==> config.mk <==
export PLATFORM = sky130hd
export DESIGN_NAME = channel_tx_arbiter_flat
export DESIGN_NICKNAME = d
export VERILOG_FILES = /design/src/rtl/channel_tx_arbiter_pkg.sv /design/src/rtl/channel_tx_arbiter_if.sv /design/src/rtl/channel_tx_arbiter_rr_pick.sv /design/src/rtl/channel_tx_arbiter.sv /design/src/flat_wrapper.sv
export SDC_FILE = /design/constraint.sdc
export NUM_CORES = 1
export LEC_CHECK = 0
export CAP_MARGIN = 10
export CORE_MARGIN = 5
export CORE_UTILIZATION = 40
export CTS_CLUSTER_DIAMETER = 100
export DETAILED_ROUTE_END_ITERATION = 10
export PLACE_DENSITY = 0.61
export REMOVE_ABC_BUFFERS = 1
export SYNTH_ARGS = -nofsm -noshare
export SYNTH_HDL_FRONTEND = slang
export SYNTH_SLANG_ARGS = --single-unit
==> constraint.sdc <==
create_clock -name clk -period 3.7 [get_ports clk]
set_clock_uncertainty 0.05 [all_clocks]
set_input_delay 1.11 -clock clk [delete_from_list [all_inputs] [get_ports clk]]
set_output_delay 1.11 -clock clk [all_outputs]
set_load 0.03 [all_outputs]
==> src/rtl/channel_tx_arbiter_pkg.sv <==
// Shared types and constants for the channel transmit arbiter.
package channel_tx_arbiter_pkg;

  typedef enum logic {
    ST_IDLE = 1'b0,
    ST_XFER = 1'b1
  } state_e;

  localparam int unsigned ADDR_W          = 4;
  localparam logic [ADDR_W-1:0] PORT_NONE = 4'd0;
  localparam int unsigned TIMEOUT_CYC_DEF = 1024;

  // Index width for a channel vector, never narrower than one bit.
  function automatic int unsigned idx_w(input int unsigned n);
    return (n > 1) ? $clog2(n) : 1;
  endfunction

endpackage

==> src/rtl/channel_tx_arbiter_if.sv <==
// Request/stream/grant bundle between the channels, the outbound mux and the arbiter.
interface channel_tx_arbiter_if
  import channel_tx_arbiter_pkg::*;
#(
  parameter int unsigned NUM_CH = 6
);
  logic [NUM_CH-1:0] ch_req;
  logic              out_sof;
  logic              out_eof;
  logic              out_src_rdy;
  logic              out_dst_rdy;
  logic [ADDR_W-1:0] outport_addr;
  logic [NUM_CH-1:0] grant;
  logic              busy;
  logic              timeout;
  logic              framing_err;

  modport master (
    input  ch_req, out_sof, out_eof, out_src_rdy, out_dst_rdy,
    output outport_addr, grant, busy, timeout, framing_err
  );

  modport slave (
    output ch_req, out_sof, out_eof, out_src_rdy, out_dst_rdy,
    input  outport_addr, grant, busy, timeout, framing_err
  );
endinterface

==> src/rtl/channel_tx_arbiter_rr_pick.sv <==
// Round-robin pick: first requesting channel searching upward (with wrap) from last_ptr+1.
module rr_pick
  import channel_tx_arbiter_pkg::*;
#(
  parameter int unsigned NUM_CH = 6,
  localparam int unsigned IDX_W = idx_w(NUM_CH)
) (
  input  logic [NUM_CH-1:0] req_i,
  input  logic [IDX_W-1:0]  last_ptr_i,
  output logic [IDX_W-1:0]  winner_o,
  output logic              any_o
);

  logic [IDX_W-1:0] idx;

  // Walk from farthest to nearest so the nearest requester is assigned last.
  always_comb begin
    winner_o = '0;
    idx      = '0;
    any_o    = |req_i;
    for (int i = NUM_CH; i >= 1; i--) begin
      idx = IDX_W'((int'(last_ptr_i) + i) % NUM_CH);
      if (req_i[idx]) winner_o = idx;
    end
  end

endmodule

==> src/rtl/channel_tx_arbiter.sv <==
// Frame-level round-robin arbiter for the outbound channel mux with idle-beat watchdog.
module channel_tx_arbiter
  import channel_tx_arbiter_pkg::*;
#(
  parameter int unsigned NUM_CH      = 6,
  parameter int unsigned TIMEOUT_CYC = TIMEOUT_CYC_DEF,
  parameter int unsigned CNT_W       = 11
) (
  input logic                  clk,
  input logic                  rst,
  channel_tx_arbiter_if.master bus
);

  localparam int unsigned IDX_W     = idx_w(NUM_CH);
  localparam logic [CNT_W-1:0] WDOG_LAST = CNT_W'(TIMEOUT_CYC - 1);

  state_e            state_q, state_d;
  logic [IDX_W-1:0]  win_q, win_d;
  logic [IDX_W-1:0]  last_ptr_q, last_ptr_d;
  logic [IDX_W-1:0]  pick_win;
  logic              pick_any;
  logic [CNT_W-1:0]  wdog_q, wdog_d;
  logic              first_q, first_d;
  logic [ADDR_W-1:0] addr_q, addr_d;
  logic [NUM_CH-1:0] grant_q, grant_d;
  logic              busy_q, busy_d;
  logic              timeout_q, timeout_d;
  logic              ferr_q, ferr_d;
  logic              beat, expire, release_now;

  rr_pick #(.NUM_CH(NUM_CH)) u_rr_pick (
    .req_i      (bus.ch_req),
    .last_ptr_i (last_ptr_q),
    .winner_o   (pick_win),
    .any_o      (pick_any)
  );

  // A beat wins over a simultaneous watchdog expiry.
  assign beat        = (state_q == ST_XFER) && bus.out_src_rdy && bus.out_dst_rdy;
  assign expire      = (state_q == ST_XFER) && !beat && (wdog_q == WDOG_LAST);
  assign release_now = (beat && bus.out_eof) || expire;

  always_ff @(posedge clk) begin
    if (rst) state_q <= ST_IDLE;
    else     state_q <= state_d;
  end

  always_comb begin
    state_d = state_q;
    case (state_q)
      ST_IDLE: if (pick_any)    state_d = ST_XFER;
      ST_XFER: if (release_now) state_d = ST_IDLE;
      default:                  state_d = ST_IDLE;
    endcase
  end

  always_comb begin
    win_d      = win_q;
    last_ptr_d = last_ptr_q;
    wdog_d     = wdog_q;
    first_d    = first_q;
    addr_d     = addr_q;
    grant_d    = grant_q;
    busy_d     = (state_d == ST_XFER);
    timeout_d  = 1'b0;
    ferr_d     = 1'b0;
    if (state_q == ST_IDLE) begin
      if (state_d == ST_XFER) begin
        win_d            = pick_win;
        addr_d           = ADDR_W'(pick_win) + ADDR_W'(1);
        grant_d          = '0;
        grant_d[pick_win] = 1'b1;
        wdog_d           = '0;
        first_d          = 1'b1;
      end
    end else begin
      if (beat) begin
        wdog_d  = '0;
        first_d = 1'b0;
        ferr_d  = first_q ? !bus.out_sof : bus.out_sof;
      end else begin
        wdog_d = wdog_q + CNT_W'(1);
      end
      // Releasing channel drops to lowest priority whether it finished or stalled.
      if (release_now) begin
        addr_d     = PORT_NONE;
        grant_d    = '0;
        last_ptr_d = win_q;
        wdog_d     = '0;
        timeout_d  = expire;
      end
    end
  end

  always_ff @(posedge clk) begin
    if (rst) begin
      win_q      <= '0;
      last_ptr_q <= IDX_W'(NUM_CH - 1);
      wdog_q     <= '0;
      first_q    <= 1'b0;
      addr_q     <= PORT_NONE;
      grant_q    <= '0;
      busy_q     <= 1'b0;
      timeout_q  <= 1'b0;
      ferr_q     <= 1'b0;
    end else begin
      win_q      <= win_d;
      last_ptr_q <= last_ptr_d;
      wdog_q     <= wdog_d;
      first_q    <= first_d;
      addr_q     <= addr_d;
      grant_q    <= grant_d;
      busy_q     <= busy_d;
      timeout_q  <= timeout_d;
      ferr_q     <= ferr_d;
    end
  end

  assign bus.outport_addr = addr_q;
  assign bus.grant        = grant_q;
  assign bus.busy         = busy_q;
  assign bus.timeout      = timeout_q;
  assign bus.framing_err  = ferr_q;

endmodule
==> src/flat_wrapper.sv <==
// flat-port wrapper written by rule: the top's interface ports become plain ports
module channel_tx_arbiter_flat import channel_tx_arbiter_pkg::*;
#(
  parameter int unsigned NUM_CH      = 6,
  parameter int unsigned TIMEOUT_CYC = TIMEOUT_CYC_DEF,
  parameter int unsigned CNT_W       = 11
)
  (clk, rst, bus_ch_req, bus_out_sof, bus_out_eof, bus_out_src_rdy, bus_out_dst_rdy, bus_outport_addr, bus_grant, bus_busy, bus_timeout, bus_framing_err);
  channel_tx_arbiter_if #(.NUM_CH(NUM_CH)) bus_i ();
  input logic clk;
  input logic rst;
  input wire logic [$bits(bus_i.ch_req)-1:0] bus_ch_req;
  input wire logic [$bits(bus_i.out_sof)-1:0] bus_out_sof;
  input wire logic [$bits(bus_i.out_eof)-1:0] bus_out_eof;
  input wire logic [$bits(bus_i.out_src_rdy)-1:0] bus_out_src_rdy;
  input wire logic [$bits(bus_i.out_dst_rdy)-1:0] bus_out_dst_rdy;
  output wire logic [$bits(bus_i.outport_addr)-1:0] bus_outport_addr;
  output wire logic [$bits(bus_i.grant)-1:0] bus_grant;
  output wire logic [$bits(bus_i.busy)-1:0] bus_busy;
  output wire logic [$bits(bus_i.timeout)-1:0] bus_timeout;
  output wire logic [$bits(bus_i.framing_err)-1:0] bus_framing_err;
  assign bus_i.ch_req = bus_ch_req;
  assign bus_i.out_sof = bus_out_sof;
  assign bus_i.out_eof = bus_out_eof;
  assign bus_i.out_src_rdy = bus_out_src_rdy;
  assign bus_i.out_dst_rdy = bus_out_dst_rdy;
  assign bus_outport_addr = bus_i.outport_addr;
  assign bus_grant = bus_i.grant;
  assign bus_busy = bus_i.busy;
  assign bus_timeout = bus_i.timeout;
  assign bus_framing_err = bus_i.framing_err;
  channel_tx_arbiter #(.NUM_CH(NUM_CH), .TIMEOUT_CYC(TIMEOUT_CYC), .CNT_W(CNT_W)) u_core (.clk(clk), .rst(rst), .bus(bus_i));
endmodule
==> summary.md <==
| Metric | Value |
|---|---|
| Required time reported for the critical path endpoint | 3.83 ns |
| IO Pins | 25 |
| Detail-routed via count per cell | 5.51 |
| Tmin final | 3.61 ns |
| Vias in the first global route | 2092 |
| Layer with the highest usage after global routing | met2 |
| Highest cell delay on the worst timing path | 0.50 ns |
| Number of storage elements in the synthesis netlist | 31 |
| Total Wirelength | 6.05 mm |
| Mean Syn Cell Area | 8.36 um2 |
| Share of post-route cells with drive strength above 1 | 23.4% |
| GR Util met3 | 3.71% |
| Primary FF master, synth | dfxtp_1 |
| Placed cell area | 2830 um2 |
| Number of clock buffers inserted by TritonCTS | 5 |
| Clock latency on the worst-skew pair | 0.28 ns |
| Cell at the slowest stage of the critical path | clkdlybuf4s50_1 |
| Overall die area | 7430 um2 |
| Number of antenna violations at the first check in global routing | 0 |
| TritonCTS clock tree | done |
| Synthesis Warnings | 0 |
| Effective utilization at floorplan | 41.7% |
| Worst min-delay path class | register to register |
| Residual overflow from global routing | 0 |
| Proportion of register bits with asynchronous set or reset after synthesis | 0% |
| Synth Instances | 278 |
| Path depth of the worst reg2reg path | 17 |
| IO buf count | 24 |
| Overall power | 966 uW |
| Sort of element at the start of the critical path | primary input |
| Post-synth design cell area | 2320 um2 |
| Setup slack of the worst register-to-register path | 0.17 ns |
| Number of cells traversed by the worst hold path | 2 |
| Data arrival time of the worst path | 3.73 ns |
| Number of core rows | 27 |
| HPWL after DPL | 4.63 mm |
| Clock tree root buffer cell | clkbuf_8 |
| Transition time at the pin with the least slew margin | 0.584 ns |
| GRT met1 Usage | 22.3% |
| Number of setup violations in the final report | 0 |
| Placeable core region | 5570 um2 |
| Antenna cells | 0 |
| Share of the yosys chip area belonging to registers | 26.7% |
| Met2 capacity usage during global routing | 26.3% |
| Period utilisation layout | 97.4% |
| Internal power consumption | 688 uW |
| Clock group share of total power | 35.9% |
| Clock-pin slew on the worst setup and hold paths | 0.07 ns |
| Total net switching power | 278 uW |
| Unique cell type count in the Yosys netlist | 68 |
| Crit. End Element | register |
| GRT Overall Usage | 16.5% |
| Via count of the routed design | 2233 |
| Power per standard cell area | 323 nW/um2 |
| Average wire length per cell after detail routing | 14.9 um |
| Count of unresolved DRC violations after routing | 0 |
| Max Slew Vio Count | 0 |
| Cell breakdown of the critical path | clkdlybuf4s50_1 > mux2i_4 > buf_4 > mux2i_1 > a211o_1 > nand2b_4 > or3b_1 > o21ai_2 > inv_2 > ha_1 > nand2_1 > a21oi_1 > a221o_1 |
| Die Span Y | 86.2 um |
| Highest clock frequency the design can meet | 0.277 GHz |
| Final Instance Area | 2990 um2 |
| Worst VDD drop | 0.000242 V |
| Number of filler cells placed in the layout | 559 |
| TritonRoute pass-1 iters | 4 |
| CP Max Fanout | 5 |
| ANT nets after route | 0 |
| Global placement routability congestion | 0.911 |
| Count of final hold-check violations | 0 |
| Global-route wire length before repair | 9.73 mm |
| Sequential share of power | 37.1% |
| Result of the run | finished clean |
| Die width | 86.2 um |
| Hold-fix buffer count after cts | 0 |
| Layout net count | 356 |
| Leakage | 1.17 nW |
| Max capacitance violation total | 0 |
| Layout overhead on the synthesized area | 28.6% |
| Worst setup path class | primary input to register |
| Rel. slew slack | 60.6% |
| Count of H-tree levels built during CTS | 2 |
| Count of flip-flops with a built-in enable after synthesis | 0 |
| Sinks on the clock net | 31 |
| Sw frac | 28.8% |
| Buffers from clock root to sink, at most | 2 |
| Part of the total power dissipated in combinational logic | 27.1% |
| DRC marker count from the first detailed-route iteration | 120 |
| Maximum number of pins on one net before global-route repair | 16 |
worst max-delay path, delay by kind of cell:
family	cells	cell delay (ns)
AO/OA/AOI/OAI	4	0.81
adder cells (fa/ha/maj)	1	0.22
buffers and inverters	3	0.71
multiplexers	2	0.27
AND/OR/NAND/NOR	3	0.62
metrics by stage:
stage	hold WS, ns	setup TNS (ns)	instances	utilization (%)	worst slack, ns
floorplan	0.373	-0.358	265	-	-0.258
global placement	0.391	-0.154	394	50.7	-0.135
detailed placement	0.391	-0.373	394	50.7	-0.201
CTS	0.401	0	402	52.8	0.0490
global route	0.427	-0.0147	405	53.6	-0.0147
finish	0.400	0	405	53.6	0.0948
area by class of cell:
cell class	instances	area [um2]	area share (%)
multi-input combinational	223	1610	53.7
sequential	31	622	20.8
clock inverter	2	35.0	1.17
clock buffer	6	82.6	2.76
inverter	11	43.8	1.47
tap	72	90.1	3.01
timing repair buffer	60	510	17.1
power by group through the flow:
stage / Combinational [mW] / Sequential (mW) / Clock [mW]
floorplan: 0.127 / 0.384 / 0
global placement: 0.250 / 0.366 / 0
detailed placement: 0.253 / 0.365 / 0
CTS: 0.255 / 0.358 / 0.353
global route: 0.282 / 0.360 / 0.368
finish: 0.261 / 0.358 / 0.346
sequential cells by signal, indices dropped and copies added (netlist names):
register / cells
u_core.wdog_q: 11
u_core.bus.grant: 6
u_core.bus.outport_addr: 4
u_core.last_ptr_q: 3
u_core.win_q: 3
u_core.bus.busy: 1
u_core.bus.framing_err: 1
u_core.bus.timeout: 1
u_core.first_q: 1
cells in the mapped netlist (4+ instances only):
cell | instances | area share [%]
dfxtp_1 | 31 | 27
nor2_1 | 31 | 5.0
nand2_1 | 26 | 4.2
a21oi_1 | 18 | 3.9
ha_1 | 12 | 6.5
nand3_1 | 12 | 2.6
o21ai_0 | 11 | 2.4
a211oi_1 | 8 | 2.6
nor3_1 | 8 | 1.7
inv_1 | 7 | 1.1
clkbuf_1 | 6 | 0.97
xnor2_1 | 5 | 1.9
and2_1 | 4 | 1.1
buf_2 | 4 | 0.86
mux2i_1 | 4 | 1.7
final timing paths:
| path | startpoint | end |
|---|---|---|
| setup / recovery | bus_ch_req[1] | u_core.bus.outport_addr[2] |
| hold / removal | u_core.wdog_q[10] | u_core.wdog_q[10] |
| setup reg to reg | u_core.last_ptr_q[2] | u_core.bus.outport_addr[2] |
| hold reg to reg | u_core.wdog_q[10] | u_core.wdog_q[10] |
cell usage in the layout, fill, tap and decap left out, types with 7 or more instances in the layout:
| cell | synthesis | final |
|---|---|---|
| nand2_1 | 26 | 26 |
| a21oi_1 | 18 | 18 |
| dfxtp_1 | 31 | 30 |
| nor3_1 | 8 | 8 |
| inv_1 | 7 | 7 |
| buf_4 | 0 | 36 |
| nor2_1 | 31 | 31 |
| nand3_1 | 12 | 12 |
| ha_1 | 12 | 11 |
| a211oi_1 | 8 | 8 |
| o21ai_0 | 11 | 11 |
| clkdlybuf4s50_1 | 0 | 24 |
per-layer routing:
layer	part of all wire, %	wire length [um]
met2	44	2680
met1	50	3030
met4	0.93	56
met3	4.6	278
met5	0	0
cell families after synthesis:
family | after synthesis | synth area share, %
xor gates and xnor gates | 10 | 5.39
adders and majority gates | 12 | 6.46
and+or+nand+nor | 109 | 23.9
AOI/OAI and AO/OA | 82 | 26.7
buffers and inverters | 24 | 5.33
muxes | 10 | 5.49
DFF | 31 | 26.7
repair_timing:
item,in CTS,in global routing
gates resized for setup,0,5
buffers inserted,0,3
endpoints found under the setup margin,0,5
endpoints found under the hold margin,0,0
(Power assumes the default switching activity.)
